===== src/rtl/mac_vector_pkg.sv =====
// Shared types and width-derived constants for the N-lane MAC vector engine.
package mac_vector_pkg;

    typedef enum logic [1:0] {
        IDLE   = 2'd0,
        ACCUM  = 2'd1,
        DRAIN  = 2'd2,
        OUTPUT = 2'd3
    } state_e;

    // Operand register -> product register -> accumulator.
    localparam int PIPE_DEPTH = 2;
    localparam int PROD_MULT  = 2;

    function automatic int prod_width(input int dw);
        return PROD_MULT * dw;
    endfunction

    function automatic logic signed [63:0] sat_max(input int w);
        return (64'sd1 <<< (w - 1)) - 64'sd1;
    endfunction

    function automatic logic signed [63:0] sat_min(input int w);
        return -sat_max(w) - 64'sd1;
    endfunction

endpackage


===== src/rtl/mac_vector_lane.sv =====
// One MAC lane: operand/product registers, saturating accumulator, rescale and clamp.
// Build with MAC_VECTOR_RELU_EN defined to zero negative lane results.
module mac_vector_lane
    import mac_vector_pkg::*;
#(
    parameter int DATA_WIDTH = 16,
    parameter int FRAC_BITS  = 8,
    parameter int ACC_WIDTH  = 40
) (
    input  logic                  clk,
    input  logic                  rst_n,
    input  logic                  clr_i,
    input  logic                  ld_i,
    input  logic                  mul_en_i,
    input  logic                  acc_en_i,
    input  logic [DATA_WIDTH-1:0] a_i,
    input  logic [DATA_WIDTH-1:0] b_i,
    output logic [DATA_WIDTH-1:0] res_o,
    output logic                  sat_o
);

    localparam int PW = prod_width(DATA_WIDTH);
    localparam logic signed [ACC_WIDTH-1:0]  ACC_MAX  = ACC_WIDTH'(sat_max(ACC_WIDTH));
    localparam logic signed [ACC_WIDTH-1:0]  ACC_MIN  = ACC_WIDTH'(sat_min(ACC_WIDTH));
    localparam logic signed [DATA_WIDTH-1:0] DATA_MAX = DATA_WIDTH'(sat_max(DATA_WIDTH));
    localparam logic signed [DATA_WIDTH-1:0] DATA_MIN = DATA_WIDTH'(sat_min(DATA_WIDTH));

    logic signed [DATA_WIDTH-1:0] a_q, b_q;
    logic signed [PW-1:0]         p_q;
    logic signed [ACC_WIDTH-1:0]  acc_q, acc_d;
    logic                         sat_q, sat_d;
    logic signed [ACC_WIDTH:0]    sum;
    logic signed [ACC_WIDTH-1:0]  shifted;
    logic [ACC_WIDTH-DATA_WIDTH:0] hi;
    logic                         clamp;
    logic [DATA_WIDTH-1:0]        res_sat;

    // One guard bit: overflow shows up as disagreement between the top two bits.
    always_comb begin
        sum   = (ACC_WIDTH+1)'(acc_q) + (ACC_WIDTH+1)'(p_q);
        acc_d = sum[ACC_WIDTH-1:0];
        sat_d = sat_q;
        if (sum[ACC_WIDTH] != sum[ACC_WIDTH-1]) begin
            acc_d = sum[ACC_WIDTH] ? ACC_MIN : ACC_MAX;
            sat_d = 1'b1;
        end
    end

    always_ff @(posedge clk or negedge rst_n) begin
        if (!rst_n) begin
            a_q   <= '0;
            b_q   <= '0;
            p_q   <= '0;
            acc_q <= '0;
            sat_q <= 1'b0;
        end else begin
            if (ld_i) begin
                a_q <= a_i;
                b_q <= b_i;
            end
            if (mul_en_i)
                p_q <= PW'(a_q) * PW'(b_q);
            if (clr_i) begin
                acc_q <= '0;
                sat_q <= 1'b0;
            end else if (acc_en_i) begin
                acc_q <= acc_d;
                sat_q <= sat_d;
            end
        end
    end

    // Result fits DATA_WIDTH only if all bits above the result sign match it.
    always_comb begin
        shifted = acc_q >>> FRAC_BITS;
        hi      = shifted[ACC_WIDTH-1:DATA_WIDTH-1];
        clamp   = !((&hi) || (~|hi));
        res_sat = clamp ? (shifted[ACC_WIDTH-1] ? DATA_MIN : DATA_MAX)
                        : shifted[DATA_WIDTH-1:0];
`ifdef MAC_VECTOR_RELU_EN
        res_o   = res_sat[DATA_WIDTH-1] ? '0 : res_sat;
`else
        res_o   = res_sat;
`endif
        sat_o   = sat_q | clamp;
    end

endmodule


===== src/rtl/mac_vector_engine.sv =====
// N-lane fixed-point dot-product engine: FSM, beat counter and both handshakes.
// Optional MAC_VECTOR_RELU_EN clamps negative lane results to zero.
module mac_vector_engine
    import mac_vector_pkg::*;
#(
    parameter int DATA_WIDTH = 16,
    parameter int FRAC_BITS  = 8,
    parameter int ACC_WIDTH  = 40,
    parameter int N_LANES    = 4,
    parameter int LEN_WIDTH  = 10
) (
    input  logic                          clk,
    input  logic                          rst_n,
    input  logic                          init_mac,
    input  logic [LEN_WIDTH-1:0]          vec_len,
    input  logic                          in_valid,
    output logic                          in_ready,
    input  logic [N_LANES*DATA_WIDTH-1:0] in_a,
    input  logic [N_LANES*DATA_WIDTH-1:0] in_b,
    output logic                          out_valid,
    input  logic                          out_ready,
    output logic [N_LANES*DATA_WIDTH-1:0] out_data,
    output logic [N_LANES-1:0]            out_sat,
    output logic                          busy
);

    state_e                                state_q;
    logic [LEN_WIDTH-1:0]                  len_q, cnt_q;
    logic [PIPE_DEPTH:1]                   vld_pipe_q;
    logic                                  accept;
    logic                                  out_valid_q;
    logic [N_LANES-1:0][DATA_WIDTH-1:0]    out_data_q;
    logic [N_LANES-1:0]                    out_sat_q;
    logic [N_LANES-1:0][DATA_WIDTH-1:0]    lane_res;
    logic [N_LANES-1:0]                    lane_sat;

    // A beat arriving together with init_mac belongs to the aborted vector.
    assign accept    = in_valid && (state_q == ACCUM) && !init_mac;
    assign in_ready  = (state_q == ACCUM);
    assign busy      = (state_q != IDLE);
    assign out_valid = out_valid_q;
    assign out_data  = out_data_q;
    assign out_sat   = out_sat_q;

    genvar i;
    generate
        for (i = 0; i < N_LANES; i++) begin : g_lane
            mac_vector_lane #(
                .DATA_WIDTH(DATA_WIDTH),
                .FRAC_BITS (FRAC_BITS),
                .ACC_WIDTH (ACC_WIDTH)
            ) u_lane (
                .clk     (clk),
                .rst_n   (rst_n),
                .clr_i   (init_mac),
                .ld_i    (accept),
                .mul_en_i(vld_pipe_q[1]),
                .acc_en_i(vld_pipe_q[PIPE_DEPTH]),
                .a_i     (in_a[i*DATA_WIDTH +: DATA_WIDTH]),
                .b_i     (in_b[i*DATA_WIDTH +: DATA_WIDTH]),
                .res_o   (lane_res[i]),
                .sat_o   (lane_sat[i])
            );
        end
    endgenerate

    always_ff @(posedge clk or negedge rst_n) begin
        if (!rst_n) begin
            state_q     <= IDLE;
            len_q       <= '0;
            cnt_q       <= '0;
            vld_pipe_q  <= '0;
            out_valid_q <= 1'b0;
            out_data_q  <= '0;
            out_sat_q   <= '0;
        end else begin
            vld_pipe_q <= {vld_pipe_q[PIPE_DEPTH-1:1], accept};
            if (init_mac) begin
                vld_pipe_q <= '0;
                cnt_q      <= '0;
                len_q      <= vec_len;
                if (vec_len == '0) begin
                    state_q     <= OUTPUT;
                    out_valid_q <= 1'b1;
                    out_data_q  <= '0;
                    out_sat_q   <= '0;
                end else begin
                    state_q     <= ACCUM;
                    out_valid_q <= 1'b0;
                end
            end else begin
                case (state_q)
                    ACCUM: begin
                        if (accept) begin
                            if (cnt_q == len_q - LEN_WIDTH'(1))
                                state_q <= DRAIN;
                            else
                                cnt_q <= cnt_q + LEN_WIDTH'(1);
                        end
                    end
                    // Last product has landed in the accumulators once the pipe is empty.
                    DRAIN: begin
                        if (vld_pipe_q == '0) begin
                            state_q     <= OUTPUT;
                            out_valid_q <= 1'b1;
                            out_data_q  <= lane_res;
                            out_sat_q   <= lane_sat;
                        end
                    end
                    OUTPUT: begin
                        if (out_ready) begin
                            state_q     <= IDLE;
                            out_valid_q <= 1'b0;
                        end
                    end
                    default: ;
                endcase
            end
        end
    end

endmodule


===== config.mk =====
export PLATFORM = sky130hd
export DESIGN_NAME = mac_vector_engine
export DESIGN_NICKNAME = d
export VERILOG_FILES = /design/src/rtl/mac_vector_pkg.sv /design/src/rtl/mac_vector_lane.sv /design/src/rtl/mac_vector_engine.sv
export SDC_FILE = /design/constraint.sdc
export NUM_CORES = 2
export LEC_CHECK = 0
export ABC_CLOCK_PERIOD_IN_PS = 19100
export CAP_MARGIN = 20
export CORE_MARGIN = 8
export CORE_UTILIZATION = 45
export DETAILED_ROUTE_END_ITERATION = 6
export SETUP_SLACK_MARGIN = 0.3
export SYNTH_ARGS = -nofsm -noshare
export SYNTH_HDL_FRONTEND = slang
export SYNTH_SLANG_ARGS = --single-unit

===== constraint.sdc =====
create_clock -name clk -period 19.1 [get_ports clk]
set_input_delay 1.91 -clock clk [delete_from_list [all_inputs] [get_ports clk]]
set_output_delay 1.91 -clock clk [all_outputs]
set_load 0.1 [all_outputs]

==> flow_summary_export.csv <==
group,metric,value,unit
run_status,outcome,"completed",
timing,tns,0,ns
timing,finalCriticalPeriod,7.398,ns
die,core,149100,µm²
global_route,grt_pass1_wl,273800,µm
placed_design,port_buffers,213,
detailed_routing,viasPerCell,5.314,
yosys,synth_nets,8706,
clocking,root_buffer,"clkbuf_16",
clocking,clk_pin_slew,0.06,ns
timing,fmax,135.2,MHz
detailed_routing,vias,48170,
die,io_pins,214,
critical_path,cp-start-kind,"register",
detailed_routing,wire_per_inst,17.98,µm
global_route,grt_max_degree,144,
clocking,ctsLongestPathBuffers,3,
clocking,insertion_delay,0.66,ns
timing,slew_headroom,24.13,%
timing,clock_skew,0.02041,ns
final_layout,nNetsFinal,8751,
min_path,hold_class,"reg -> reg",
yosys,synth_ff_type,"dfrtp_1",
yosys,synth_seq_cells,513,
detailed_routing,wl,163000,µm
die,die_area,162000,µm²
detailed_routing,first_iter_violations,2573,
final_layout,syn2layout_area_growth,9.463,%
yosys,netlist_area,67230,µm²
clocking,cts_hold_buffers,0,
critical_path,critical_path_arrival,7.95,ns
timing,setup_viol,0,
yosys,postSynthAreaPerCell,9.576,µm²
detailed_routing,drt.antenna.violating_nets,0,
yosys,synth-seq-area-share,19.09,%
die,start_util,45.10,%
clocking,cts_num_sinks,513,
timing,rsz0062_at_grt,"false",
yosys,yosys_warnings,0,
clocking,postCtsSetupBuffers,0,
yosys,synth_cell_types,78,
detailed_routing,drc,0,
die,die_y,402.5,µm
timing,drv_slew,0,
global_route,grt.total_usage,20.43,%
critical_path,cp.required,19.65,ns
final_layout,fillerInstances,13840,
yosys,synth_edf_count,0,
global_route,grt_overflow,0,
global_route,antenna_found_initial,4,
yosys,synthCells,7021,
clocking,numCtsBuffers,69,
timing,hold_violations,0,
yosys,synthArstFlopShare,100.0,%
timing,finalCritPeriodShare,38.73,%
critical_path,end_kind,"register",
placed_design,place_congestion,0.8767,
die,fp.dieW,402.5,µm
timing,worst-slew-pin-transition,1.134,ns
detailed_routing,firstDrtPassIters,5,
die,rows,142,
placed_design,dp_hpwl,127200,µm
clocking,htreeDepth,3,
critical_path,worstSetupPathType,"reg -> reg",
clocking,cts-resized-gates,0,
flow_run,cap_violations,0,
critical_path,critPathMaxFanout,17,
clocking,tritoncts,"done",
final_layout,drive_gt1_share,5.913,%
global_route,grt_pass1_vias,51750,
[per-stage QoR]
| step | utilization (%) | hold slack, ns | worst slack [ns] | area, µm² | cells |
|---|---|---|---|---|---|
| global route | 49.37 | 0.5027 | 11.36 | 73590 | 9064 |
| detailed placement | 47.72 | 0.4681 | 11.67 | 71130 | 8939 |
| CTS | 49.37 | 0.4834 | 11.66 | 73590 | 9064 |
| floorplan | - | 0.4557 | 12.44 | 67230 | 7021 |
| finish | 49.37 | 0.4786 | 11.70 | 73600 | 9065 |
| global placement | 47.70 | 0.4632 | 11.74 | 71100 | 8937 |
[Yosys cell counts, types with 7 or more instances]
| cell | instances | area, µm² |
|---|---|---|
| a2111oi_0 | 7 | 61.31 |
| a211o_1 | 8 | 70.07 |
| a211oi_1 | 51 | 382.9 |
| a21boi_0 | 7 | 52.55 |
| a21o_1 | 168 | 1261 |
| a21oi_1 | 264 | 1321 |
| a221o_1 | 78 | 780.8 |
| a22oi_1 | 37 | 277.8 |
| a311oi_1 | 7 | 61.31 |
| a31o_2 | 7 | 61.31 |
| a31oi_1 | 44 | 275.3 |
| a41oi_1 | 9 | 78.83 |
| and2_1 | 501 | 3134 |
| and3_1 | 30 | 187.7 |
| and4_1 | 8 | 70.07 |
| buf_2 | 14 | 70.07 |
| clkbuf_1 | 248 | 930.9 |
| dfrtp_1 | 513 | 12840 |
| fa_1 | 1052 | 21060 |
| ha_1 | 490 | 6131 |
| inv_1 | 1206 | 4527 |
| mux2_2 | 234 | 2635 |
| mux2i_1 | 10 | 100.1 |
| nand2_1 | 750 | 2815 |
| nand2b_1 | 37 | 231.5 |
| nand3_1 | 60 | 300.3 |
| nand4_1 | 41 | 256.5 |
| nor2_1 | 269 | 1010 |
| nor2b_1 | 25 | 156.4 |
| nor3_1 | 38 | 190.2 |
| nor4_1 | 27 | 168.9 |
| o211ai_1 | 38 | 285.3 |
| o21a_1 | 28 | 210.2 |
| o21ai_0 | 233 | 1166 |
| o21bai_1 | 39 | 292.8 |
| o31a_1 | 8 | 70.07 |
| o31ai_1 | 10 | 75.07 |
| o41ai_1 | 12 | 105.1 |
| or2_2 | 10 | 62.56 |
| or3_1 | 19 | 118.9 |
| xnor2_1 | 230 | 2014 |
| xor2_1 | 73 | 639.4 |
[registers in the layout, indices dropped and copies added (netlist names), 10 cells and up]
signal,count
g_lane.u_lane.acc_q,160
g_lane.u_lane.b_q,64
g_lane.u_lane.a_q,64
g_lane.u_lane.p_q,128
out_data,64
len_q,10
cnt_q,10
[cell type report]
| type | count | area, µm² | area share (%) |
|---|---|---|---|
| Clock inverter | 32 | 500.5 | 0.6800 |
| Antenna cell | 1 | 2.502 | 0.003400 |
| Multi-Input combinational cell | 5032 | 48950 | 66.51 |
| Timing Repair Buffer | 244 | 2382 | 3.237 |
| Tap cell | 1944 | 2432 | 3.305 |
| Inverter | 1206 | 4527 | 6.151 |
| Clock buffer | 93 | 1961 | 2.664 |
| Sequential cell | 513 | 12840 | 17.45 |
[path summary, 6_finish.rpt]
check	cells after the start	to	startpoint	slack (ns)
hold reg to reg	2	out_data[20]$_DFFE_PN0P_	out_data[20]$_DFFE_PN0P_	0.48
max in group asynchronous	3	vld_pipe_q[1]$_DFF_PN0_	rst_n	15.72
setup / recovery	22	g_lane[2].u_lane.p_q[31]$_DFFE_PN0P_	g_lane[2].u_lane.b_q[7]$_DFFE_PN0P_	11.70
setup reg to reg	22	g_lane[2].u_lane.p_q[31]$_DFFE_PN0P_	g_lane[2].u_lane.b_q[7]$_DFFE_PN0P_	11.70
hold / removal	2	out_data[20]$_DFFE_PN0P_	out_data[20]$_DFFE_PN0P_	0.48
min in group asynchronous	1	g_lane[2].u_lane.b_q[11]$_DFFE_PN0P_	rst_n	1.19
[placed cells by master, fill, tap and decap left out, drive strengths merged, types with 13 or more instances in the layout]
cell type | netlist | routed
buf | 22 | 36
a21oi | 264 | 264
clkdlybuf4s50 | 0 | 208
ha | 490 | 490
nand2 | 750 | 750
xor2 | 73 | 73
a21o | 168 | 168
inv | 1206 | 1212
nor2 | 269 | 269
a31oi | 44 | 44
o211ai | 38 | 38
o21ai | 240 | 240
and2 | 501 | 501
dfrtp | 513 | 513
nor4 | 27 | 27
a211oi | 52 | 52
nand2b | 37 | 37
nor3 | 38 | 38
and3 | 30 | 30
mux2 | 234 | 234
nand3 | 60 | 60
nor2b | 25 | 25
fa | 1052 | 1052
nand4 | 41 | 41
xnor2 | 230 | 230
o21a | 28 | 28
o21bai | 39 | 39
clkbuf | 248 | 93
clkinv | 0 | 13
a22oi | 37 | 37
or3 | 19 | 19
a221o | 78 | 78
[worst max-delay path, cell delays in order (launching register included)]
cell and delay [ns]:
dfrtp_1 0.76, nand2_1 0.17, fa_1 0.56, inv_1 0.05, fa_1 0.52, inv_1 0.07, fa_1 0.52, inv_1 0.05
fa_1 0.38, fa_1 0.51, inv_1 0.05, fa_1 0.47, inv_1 0.04, ha_1 0.34, a21o_1 0.24, a21o_1 0.19
a21o_1 0.18, a221oi_1 0.77, a2111oi_0 0.26, a2111o_1 0.48, o31a_1 0.26, xnor2_1 0.14, mux2_2 0.27
[routing by layer]
layer / vias up / share of wire [%] / GRT usage [%]
met5: - / 0.0080 / 0
met4: 2 / 2.3 / 4.789
met3: 208 / 4.5 / 3.171
met2: 875 / 46 / 33.30
met1: 24450 / 47 / 28.78
li1: 22640 / - / -
[cells by family (layout without fill, tap and decap cells)]
kind of cell,after synthesis,in the layout,synth area share [%]
and+or+nand+nor,1829,1829,13.11
buffers and inverters,1476,1575,8.283
DFF,513,513,19.09
AOI/OAI and AO/OA,1114,1114,11.05
other,0,1,0
adders and majority gates,1542,1542,40.44
muxes,244,244,4.068
xor gates and xnor gates,303,303,3.947
Power is left out: the tool's default activity adds up to more than one toggle a clock period on the data nets, which glitch-free logic cannot reach.
